`src/rtl/uart_msg_pkg.sv`:
```
// Shared definitions for the UART message engine: byte width and the
// transmit-side state encoding used by uart_byte_serializer.
package uart_msg_pkg;

    localparam int BYTE_W = 8;

    typedef enum logic [1:0] {
        TX_IDLE  = 2'd0,
        TX_ISSUE = 2'd1,
        TX_START = 2'd2,
        TX_DRAIN = 2'd3
    } tx_state_e;

endpackage

```
`src/rtl/uart_msg_engine_if.sv`:
```
// Byte-level link between the message engine and the uart serial module.
// master = message engine, slave = uart.
interface uart_msg_engine_if;

    logic [7:0] rx_data;
    logic       rx_strobe;
    logic       rx_error;
    logic       rx_active;
    logic       tx_busy;
    logic [7:0] tx_data;
    logic       tx_strobe;

    modport master (
        input  rx_data, rx_strobe, rx_error, rx_active, tx_busy,
        output tx_data, tx_strobe
    );

    modport slave (
        output rx_data, rx_strobe, rx_error, rx_active, tx_busy,
        input  tx_data, tx_strobe
    );

endinterface

```
`src/rtl/uart_byte_serializer.sv`:
```
// Sends the nonce register MSB byte first, one byte per uart transmission,
// handshaking on tx_busy and holding off while the uart is receiving.
// Optional feature: UART_MSG_CHECKSUM_EN appends an XOR-of-all-bytes trailer.
module uart_byte_serializer
    import uart_msg_pkg::*;
#(
    parameter int NONCE_BYTES = 4
) (
    input  logic                          clock,
    input  logic                          reset,
    input  logic [NONCE_BYTES*BYTE_W-1:0] nonce_in,
    input  logic                          nonce_we,
    input  logic                          send_req,
    input  logic                          tx_busy,
    input  logic                          rx_active,
    output logic [BYTE_W-1:0]             tx_data,
    output logic                          tx_strobe,
    output logic                          tx_done,
    output logic                          tx_active
);

`ifdef UART_MSG_CHECKSUM_EN
    localparam int FRAME_BYTES = NONCE_BYTES + 1;
`else
    localparam int FRAME_BYTES = NONCE_BYTES;
`endif
    localparam int NW = NONCE_BYTES * BYTE_W;
    localparam int SW = FRAME_BYTES * BYTE_W;
    localparam int IW = $clog2(FRAME_BYTES + 1);

`ifdef UART_MSG_CHECKSUM_EN
    // XOR of every byte of the nonce word.
    function automatic logic [BYTE_W-1:0] xor_fold(input logic [NW-1:0] word);
        logic [BYTE_W-1:0] acc;
        acc = {BYTE_W{1'b0}};
        for (int i = 0; i < NONCE_BYTES; i++) begin
            acc = acc ^ word[i*BYTE_W +: BYTE_W];
        end
        return acc;
    endfunction
`endif

    tx_state_e         state_r, state_s;
    logic [NW-1:0]     nonce_r;
    logic [SW-1:0]     shadow_r;
    logic [IW-1:0]     idx_r;
    logic [BYTE_W-1:0] tx_data_r;
    logic              tx_strobe_r, tx_done_r, tx_active_r;
    logic              load_s, issue_s, advance_s, finish_s;
    logic [NW-1:0]     src_s;
    logic [SW-1:0]     frame_s;

    // A nonce written in the same cycle as send_req is the one that goes out.
    assign src_s = nonce_we ? nonce_in : nonce_r;
`ifdef UART_MSG_CHECKSUM_EN
    assign frame_s = {src_s, xor_fold(src_s)};
`else
    assign frame_s = src_s;
`endif

    // State register.
    always_ff @(posedge clock or posedge reset) begin
        if (reset) begin
            state_r <= TX_IDLE;
        end else begin
            state_r <= state_s;
        end
    end

    // Next-state and per-cycle control decisions.
    always_comb begin
        state_s   = state_r;
        load_s    = 1'b0;
        issue_s   = 1'b0;
        advance_s = 1'b0;
        finish_s  = 1'b0;
        case (state_r)
            TX_IDLE: begin
                if (send_req) begin
                    load_s  = 1'b1;
                    state_s = TX_ISSUE;
                end else begin
                    state_s = TX_IDLE;
                end
            end
            TX_ISSUE: begin
                if (!tx_busy && !rx_active) begin
                    issue_s = 1'b1;
                    state_s = TX_START;
                end else begin
                    state_s = TX_ISSUE;
                end
            end
            TX_START: begin
                if (tx_busy) begin
                    state_s = TX_DRAIN;
                end else begin
                    state_s = TX_START;
                end
            end
            TX_DRAIN: begin
                if (!tx_busy) begin
                    advance_s = 1'b1;
                    if (idx_r == IW'(1)) begin
                        finish_s = 1'b1;
                        state_s  = TX_IDLE;
                    end else begin
                        state_s  = TX_ISSUE;
                    end
                end else begin
                    state_s = TX_DRAIN;
                end
            end
            default: begin
                state_s = TX_IDLE;
            end
        endcase
    end

    // Nonce register, shadow copy, byte counter and registered outputs.
    always_ff @(posedge clock or posedge reset) begin
        if (reset) begin
            nonce_r     <= {NW{1'b0}};
            shadow_r    <= {SW{1'b0}};
            idx_r       <= {IW{1'b0}};
            tx_data_r   <= {BYTE_W{1'b0}};
            tx_strobe_r <= 1'b0;
            tx_done_r   <= 1'b0;
            tx_active_r <= 1'b0;
        end else begin
            tx_strobe_r <= issue_s;
            tx_done_r   <= finish_s;
            if (nonce_we) begin
                nonce_r <= nonce_in;
            end
            if (load_s) begin
                shadow_r    <= frame_s;
                idx_r       <= IW'(FRAME_BYTES);
                tx_active_r <= 1'b1;
            end else if (advance_s) begin
                shadow_r <= shadow_r << BYTE_W;
                idx_r    <= idx_r - IW'(1);
            end
            if (issue_s) begin
                tx_data_r <= shadow_r[SW-1 -: BYTE_W];
            end
            if (finish_s) begin
                tx_active_r <= 1'b0;
            end
        end
    end

    assign tx_data   = tx_data_r;
    assign tx_strobe = tx_strobe_r;
    assign tx_done   = tx_done_r;
    assign tx_active = tx_active_r;

endmodule

```
`src/rtl/uart_msg_engine.sv`:
```
// Message layer between the uart and the miner core: assembles HDR_BYTES
// received bytes into a header word (with error and inter-byte timeout
// dropping) and serialises the nonce back out via uart_byte_serializer.
// Optional feature: UART_MSG_CHECKSUM_EN adds an XOR trailer byte to each
// received frame and each transmitted nonce.
module uart_msg_engine
    import uart_msg_pkg::*;
#(
    parameter int HDR_BYTES      = 80,
    parameter int NONCE_BYTES    = 4,
    parameter int TIMEOUT_CYCLES = 5_000_000
) (
    input  logic                          clock,
    input  logic                          reset,
    uart_msg_engine_if.master             uart,
    output logic [HDR_BYTES*BYTE_W-1:0]   header,
    output logic                          header_valid,
    output logic                          frame_err,
    input  logic [NONCE_BYTES*BYTE_W-1:0] nonce_in,
    input  logic                          nonce_we,
    input  logic                          send_req,
    output logic                          tx_done,
    output logic                          tx_active
);

`ifdef UART_MSG_CHECKSUM_EN
    localparam int RX_FRAME = HDR_BYTES + 1;
`else
    localparam int RX_FRAME = HDR_BYTES;
`endif
    localparam int HW = HDR_BYTES * BYTE_W;
    localparam int CW = $clog2(RX_FRAME + 1);
    localparam int TW = $clog2(TIMEOUT_CYCLES + 1);

    logic [HW-1:0]     header_r;
    logic [CW-1:0]     rx_cnt_r;
    logic [TW-1:0]     timer_r;
    logic              header_valid_r, frame_err_r;
    logic              last_byte_s, timeout_s;
`ifdef UART_MSG_CHECKSUM_EN
    logic [BYTE_W-1:0] csum_r;
`endif

    assign last_byte_s = (rx_cnt_r == CW'(RX_FRAME - 1));
    assign timeout_s   = (rx_cnt_r != {CW{1'b0}}) && (timer_r == TW'(TIMEOUT_CYCLES - 1));

    // Frame assembly: byte shifting, frame completion, error and timeout drops.
    always_ff @(posedge clock or posedge reset) begin
        if (reset) begin
            header_r       <= {HW{1'b0}};
            rx_cnt_r       <= {CW{1'b0}};
            timer_r        <= {TW{1'b0}};
            header_valid_r <= 1'b0;
            frame_err_r    <= 1'b0;
`ifdef UART_MSG_CHECKSUM_EN
            csum_r         <= {BYTE_W{1'b0}};
`endif
        end else begin
            header_valid_r <= 1'b0;
            frame_err_r    <= 1'b0;
            if (uart.rx_error) begin
                // A framing error discards any byte strobed alongside it.
                rx_cnt_r    <= {CW{1'b0}};
                timer_r     <= {TW{1'b0}};
                frame_err_r <= 1'b1;
            end else if (uart.rx_strobe) begin
                timer_r <= {TW{1'b0}};
`ifdef UART_MSG_CHECKSUM_EN
                if (last_byte_s) begin
                    // Trailer byte is compared, never shifted into the header.
                    rx_cnt_r <= {CW{1'b0}};
                    if (uart.rx_data == csum_r) begin
                        header_valid_r <= 1'b1;
                    end else begin
                        frame_err_r <= 1'b1;
                    end
                end else begin
                    header_r <= {header_r[HW-BYTE_W-1:0], uart.rx_data};
                    csum_r   <= (rx_cnt_r == {CW{1'b0}}) ? uart.rx_data : (csum_r ^ uart.rx_data);
                    rx_cnt_r <= rx_cnt_r + CW'(1);
                end
`else
                header_r <= {header_r[HW-BYTE_W-1:0], uart.rx_data};
                if (last_byte_s) begin
                    rx_cnt_r       <= {CW{1'b0}};
                    header_valid_r <= 1'b1;
                end else begin
                    rx_cnt_r <= rx_cnt_r + CW'(1);
                end
`endif
            end else if (timeout_s) begin
                rx_cnt_r    <= {CW{1'b0}};
                timer_r     <= {TW{1'b0}};
                frame_err_r <= 1'b1;
            end else if (rx_cnt_r != {CW{1'b0}}) begin
                timer_r <= timer_r + TW'(1);
            end else begin
                timer_r <= {TW{1'b0}};
            end
        end
    end

    assign header       = header_r;
    assign header_valid = header_valid_r;
    assign frame_err    = frame_err_r;

    uart_byte_serializer #(
        .NONCE_BYTES (NONCE_BYTES)
    ) u_serializer (
        .clock     (clock),
        .reset     (reset),
        .nonce_in  (nonce_in),
        .nonce_we  (nonce_we),
        .send_req  (send_req),
        .tx_busy   (uart.tx_busy),
        .rx_active (uart.rx_active),
        .tx_data   (uart.tx_data),
        .tx_strobe (uart.tx_strobe),
        .tx_done   (tx_done),
        .tx_active (tx_active)
    );

endmodule

```
`src/flat_wrapper.sv`:
```
// flat-port wrapper written by rule: the top's interface ports become plain ports
module uart_msg_engine_flat import uart_msg_pkg::*;
#(
    parameter int HDR_BYTES      = 80,
    parameter int NONCE_BYTES    = 4,
    parameter int TIMEOUT_CYCLES = 5_000_000
)
  (clock, reset, header, header_valid, frame_err, nonce_in, nonce_we, send_req, tx_done, tx_active, uart_rx_data, uart_rx_strobe, uart_rx_error, uart_rx_active, uart_tx_busy, uart_tx_data, uart_tx_strobe);
  uart_msg_engine_if uart_i ();
  input  logic clock;
  input  logic reset;
  output logic [HDR_BYTES*BYTE_W-1:0] header;
  output logic header_valid;
  output logic frame_err;
  input  logic [NONCE_BYTES*BYTE_W-1:0] nonce_in;
  input  logic nonce_we;
  input  logic send_req;
  output logic tx_done;
  output logic tx_active;
  input wire logic [$bits(uart_i.rx_data)-1:0] uart_rx_data;
  input wire logic [$bits(uart_i.rx_strobe)-1:0] uart_rx_strobe;
  input wire logic [$bits(uart_i.rx_error)-1:0] uart_rx_error;
  input wire logic [$bits(uart_i.rx_active)-1:0] uart_rx_active;
  input wire logic [$bits(uart_i.tx_busy)-1:0] uart_tx_busy;
  output wire logic [$bits(uart_i.tx_data)-1:0] uart_tx_data;
  output wire logic [$bits(uart_i.tx_strobe)-1:0] uart_tx_strobe;
  assign uart_i.rx_data = uart_rx_data;
  assign uart_i.rx_strobe = uart_rx_strobe;
  assign uart_i.rx_error = uart_rx_error;
  assign uart_i.rx_active = uart_rx_active;
  assign uart_i.tx_busy = uart_tx_busy;
  assign uart_tx_data = uart_i.tx_data;
  assign uart_tx_strobe = uart_i.tx_strobe;
  uart_msg_engine #(.HDR_BYTES(HDR_BYTES), .NONCE_BYTES(NONCE_BYTES), .TIMEOUT_CYCLES(TIMEOUT_CYCLES)) u_core (.clock(clock), .reset(reset), .uart(uart_i), .header(header), .header_valid(header_valid), .frame_err(frame_err), .nonce_in(nonce_in), .nonce_we(nonce_we), .send_req(send_req), .tx_done(tx_done), .tx_active(tx_active));
endmodule
```
`config.mk`:
```
export PLATFORM = sky130hd
export DESIGN_NAME = uart_msg_engine_flat
export DESIGN_NICKNAME = d
export VERILOG_FILES = /design/src/rtl/uart_msg_pkg.sv /design/src/rtl/uart_msg_engine_if.sv /design/src/rtl/uart_byte_serializer.sv /design/src/rtl/uart_msg_engine.sv /design/src/flat_wrapper.sv
export SDC_FILE = /design/constraint.sdc
export NUM_CORES = 2
export LEC_CHECK = 0
export CORE_AREA = 4 4 268 270
export DETAILED_ROUTE_END_ITERATION = 7
export DIE_AREA = 0 0 272 274
export MAX_ROUTING_LAYER = met4
export PLACE_DENSITY = 0.74
export SYNTH_ARGS = -nofsm -noshare
export SYNTH_HDL_FRONTEND = slang
export SYNTH_SLANG_ARGS = --single-unit
```
`constraint.sdc`:
```
create_clock -name clock -period 47.9 [get_ports clock]
set_input_delay 7.185 -clock clock [delete_from_list [all_inputs] [get_ports clock]]
set_output_delay 7.185 -clock clock [all_outputs]
set_load 0.05 [all_outputs]
```
==> impl_metrics.toml <==
[run_status]
status = "finished, final reports clean"

[pwr]
ir_worst_vdd_mv = 0.03754
p_sw_frac = 0.2895
p_leak_nw = 20.13
power.internal_mw = 1.152
power.density_nw_per_um2 = 41.26
sequentialPowerShare = 0.440
p_switching_mw = 0.4695
p_clk_frac = 0.406
pwr-share-comb = 0.154

[worst_setup_path]
crit_arrival_ns = 11.57
worstSetupPathType = "in2reg"
cp-end-kind = "flip-flop"
cp_slowest_stage_delay_ns = 0.91
worstPathCellList = "clkdlybuf4s50_1 -> inv_2 -> nor2_4 -> buf_4 -> buf_4 -> buf_4 -> nand2_1 -> nand2_1"
slowest_stage = "buf_4"
startpoint = "uart_rx_strobe"
cp_max_fo = 103
crit_top_cell = "buf_4"
required_ns = 48.44
start_kind = "input pin"
rr_startpoint = "u_core.timer_r[0]"

[clocking]
cts_setup_buffers = 0
cts_buffers = 80
clk_latency_ns = 0.62
cts_buffer_depth = 3
cts_hold_buf = 0
cts_tree = "yes"
cts.sinks = 752
path_clk_slew_ns = 0.06
clockRootBuffer = "clkbuf_16"
h-tree-depth = 3
cts_resized = 0

[logic_synthesis]
yosysMostFrequentCell = "nand2_1"
synth_cell_types = 52
synth_top_cell_by_area = "dfrtp_1"
synth_warnings = 0
ys_seq_elements = 752
syn_area_um2 = 28720
netlist.area_leader.share = 0.6552
synth_seq_area_share = 0.6552
ys_dominant_reg_cell = "dfrtp_1"
ys_top_cells_by_count = "nand2_1 (1981), dfrtp_1 (752), clkbuf_1 (151), mux2_2 (40), nor2_1 (23)"
synth_edf_count = 0
synthTopCellsByArea = "dfrtp_1 (66%), nand2_1 (26%), clkbuf_1 (2.0%)"
synth-async-reset-ratio = 1.000
avgSynthCellArea_um2 = 9.127
synth.net_count = 3200
synthCells = 3147

[final_layout]
area_delta_synth_final_pct = 36.86
drive_gt1_frac = 0.05308
fin_nets = 3833
instances_no_fill = 4786

[global_routing]
antenna_found_initial = 3
grt_max_degree = 222
first_global_vias = 23065
track_usage = 0.2410
grt_pass1_wl_mm = 137.6
overflow = 0

[floorplan]
start_util = 0.4130
die_x_um = 272
dieHeight_um = 274
io_pins = 701
dieArea_um2 = 74530
core_um2 = 69540
fp-row-count = 97

[sta]
finalCritPeriodShare = 0.2304
worst_pin_slew_ns = 1.249
fmax_ghz = 0.09063
rsz0062_at_grt = "no"
setup_viol = 0
hold_violations = 0
slew_headroom = 0.1673
fin_tns_setup_ns = 0
skew_ns = 0.02793
period_needed_ns = 11.03
finalMaxSlewViolations = 0

[route]
drc = 0
antenna_left = 0
vias_per_cell = 4.901
first_iter_violations = 2041
vias = 23457
routedWlPerCell_um = 18.57
finalWirelength_mm = 88.88
first_pass_iters = 5

[place]
hpwl_mm = 61.15
place.gp.congestion = 0.8617
io_buffer_count = 700
dp.cells = 4638

[min_path]
hp-start = "u_core.header[144]"
holdCritPathClass = "reg2reg"

[run]
drv_cap = 0
power groups by stage:
| stage | logic (mW) | clock network, mW | registers (mW) |
|---|---|---|---|
| floorplan | 0.0781 | 0 | 0.805 |
| global placement | 0.248 | 0 | 0.722 |
| detailed placement | 0.251 | 0 | 0.723 |
| CTS | 0.252 | 0.672 | 0.713 |
| global route | 0.267 | 0.702 | 0.719 |
| finish | 0.250 | 0.659 | 0.713 |
worst max-delay path: cells and delay by family:
family	cells	cell delay, ns
and+or+nand+nor	3	0.73
buffers and inverters	5	3.41
sequential cells by signal, summed over array words and instances (netlist names):
register                       flops
u_core.frame_err                   1
u_core.header                    640
u_core.header_valid                1
u_core.rx_cnt_r                    7
u_core.timer_r                    23
u_core.u_serializer.idx_r          3
u_core.u_serializer.nonce_r       32
u_core.u_serializer.shadow_r      32
u_core.u_serializer.state_r        2
u_core.u_serializer.tx_active      1
u_core.u_serializer.tx_data        8
u_core.u_serializer.tx_done        1
u_core.u_serializer.tx_strobe      1
final timing paths:
path	endpoint	slack [ns]	cells past startpoint
worst min register to register	u_core.header[152]	0.47	2
worst min-delay path	u_core.header[152]	0.47	2
worst max-delay path	u_core.header[100]	36.87	8
worst max register to register	u_core.timer_r[18]	45.67	6
min in group asynchronous	u_core.header[13]	7.18	2
max in group asynchronous	u_core.header[536]	37.57	5
layout by cell type (no fill, tap or decap), drive strengths merged, types with 2 or more instances in the layout:
| cell type | instances |
|---|---|
| a211oi | 12 |
| a21o | 2 |
| a21oi | 5 |
| a22o | 8 |
| a22oi | 8 |
| a31oi | 18 |
| and3 | 3 |
| and4 | 3 |
| buf | 20 |
| bufinv | 10 |
| clkbuf | 114 |
| clkdlybuf4s50 | 699 |
| clkinv | 15 |
| clkinvlp | 4 |
| dfrtp | 752 |
| diode | 3 |
| ha | 5 |
| inv | 12 |
| mux2 | 40 |
| nand2 | 1981 |
| nand2b | 5 |
| nand3 | 14 |
| nand3b | 6 |
| nand4 | 4 |
| nor2 | 23 |
| nor2b | 3 |
| nor3 | 17 |
| nor3b | 2 |
| nor4 | 2 |
| o21ai | 12 |
| o22ai | 2 |
| o311ai | 2 |
| o31ai | 3 |
| o41ai | 2 |
| or3 | 9 |
| or4 | 6 |
| xnor2 | 7 |
| xor2 | 4 |
layer usage:
| layer | vias to the layer above | part of all wire | wire length [um] | track usage |
|---|---|---|---|---|
| met5 | - | 0 | 0 | - |
| met4 | 0 | 0.035 | 3102 | 0.08458 |
| met3 | 162 | 0.071 | 6307 | 0.06020 |
| met2 | 733 | 0.49 | 43240 | 0.3818 |
| met1 | 11574 | 0.41 | 36220 | 0.3047 |
| li1 | 10988 | - | - | - |
metrics by stage:
step           utilization  power [mW]  worst slack [ns]  hold WS [ns]  instance area, um^2
2_1_floorplan            -      0.8833             19.61        0.4458                28720
4_1_cts             0.5651       1.637             37.02        0.4772                39300
3_3_place_gp        0.5244      0.9701             36.42        0.4579                36470
3_5_place_dp        0.5244      0.9736             36.35        0.4622                36470
6_report            0.5652       1.622             36.87        0.4671                39310
5_1_grt             0.5652       1.687             36.55        0.4990                39310
layout make-up:
| type | count | area, um^2 |
|---|---|---|
| Antenna cell | 3 | 7.507 |
| Clock inverter | 31 | 481.7 |
| Inverter | 10 | 45.04 |
| Timing Repair Buffer | 719 | 7207 |
| Tap cell | 940 | 1176 |
| Clock buffer | 114 | 2352 |
| Multi-Input combinational cell | 2217 | 9220 |
| Sequential cell | 752 | 18820 |
| Fill cell | 5990 | 30240 |
cell families after synthesis:
family,Yosys count,share of synthesized area
xor+xnor,11,0.003354
fa+ha+maj,5,0.002178
flops,752,0.6552
buf+inv,178,0.02431
compound gates,78,0.01904
mux,40,0.01568
simple gates,2083,0.2802
Note: power is estimated with default switching activity, not from simulation.
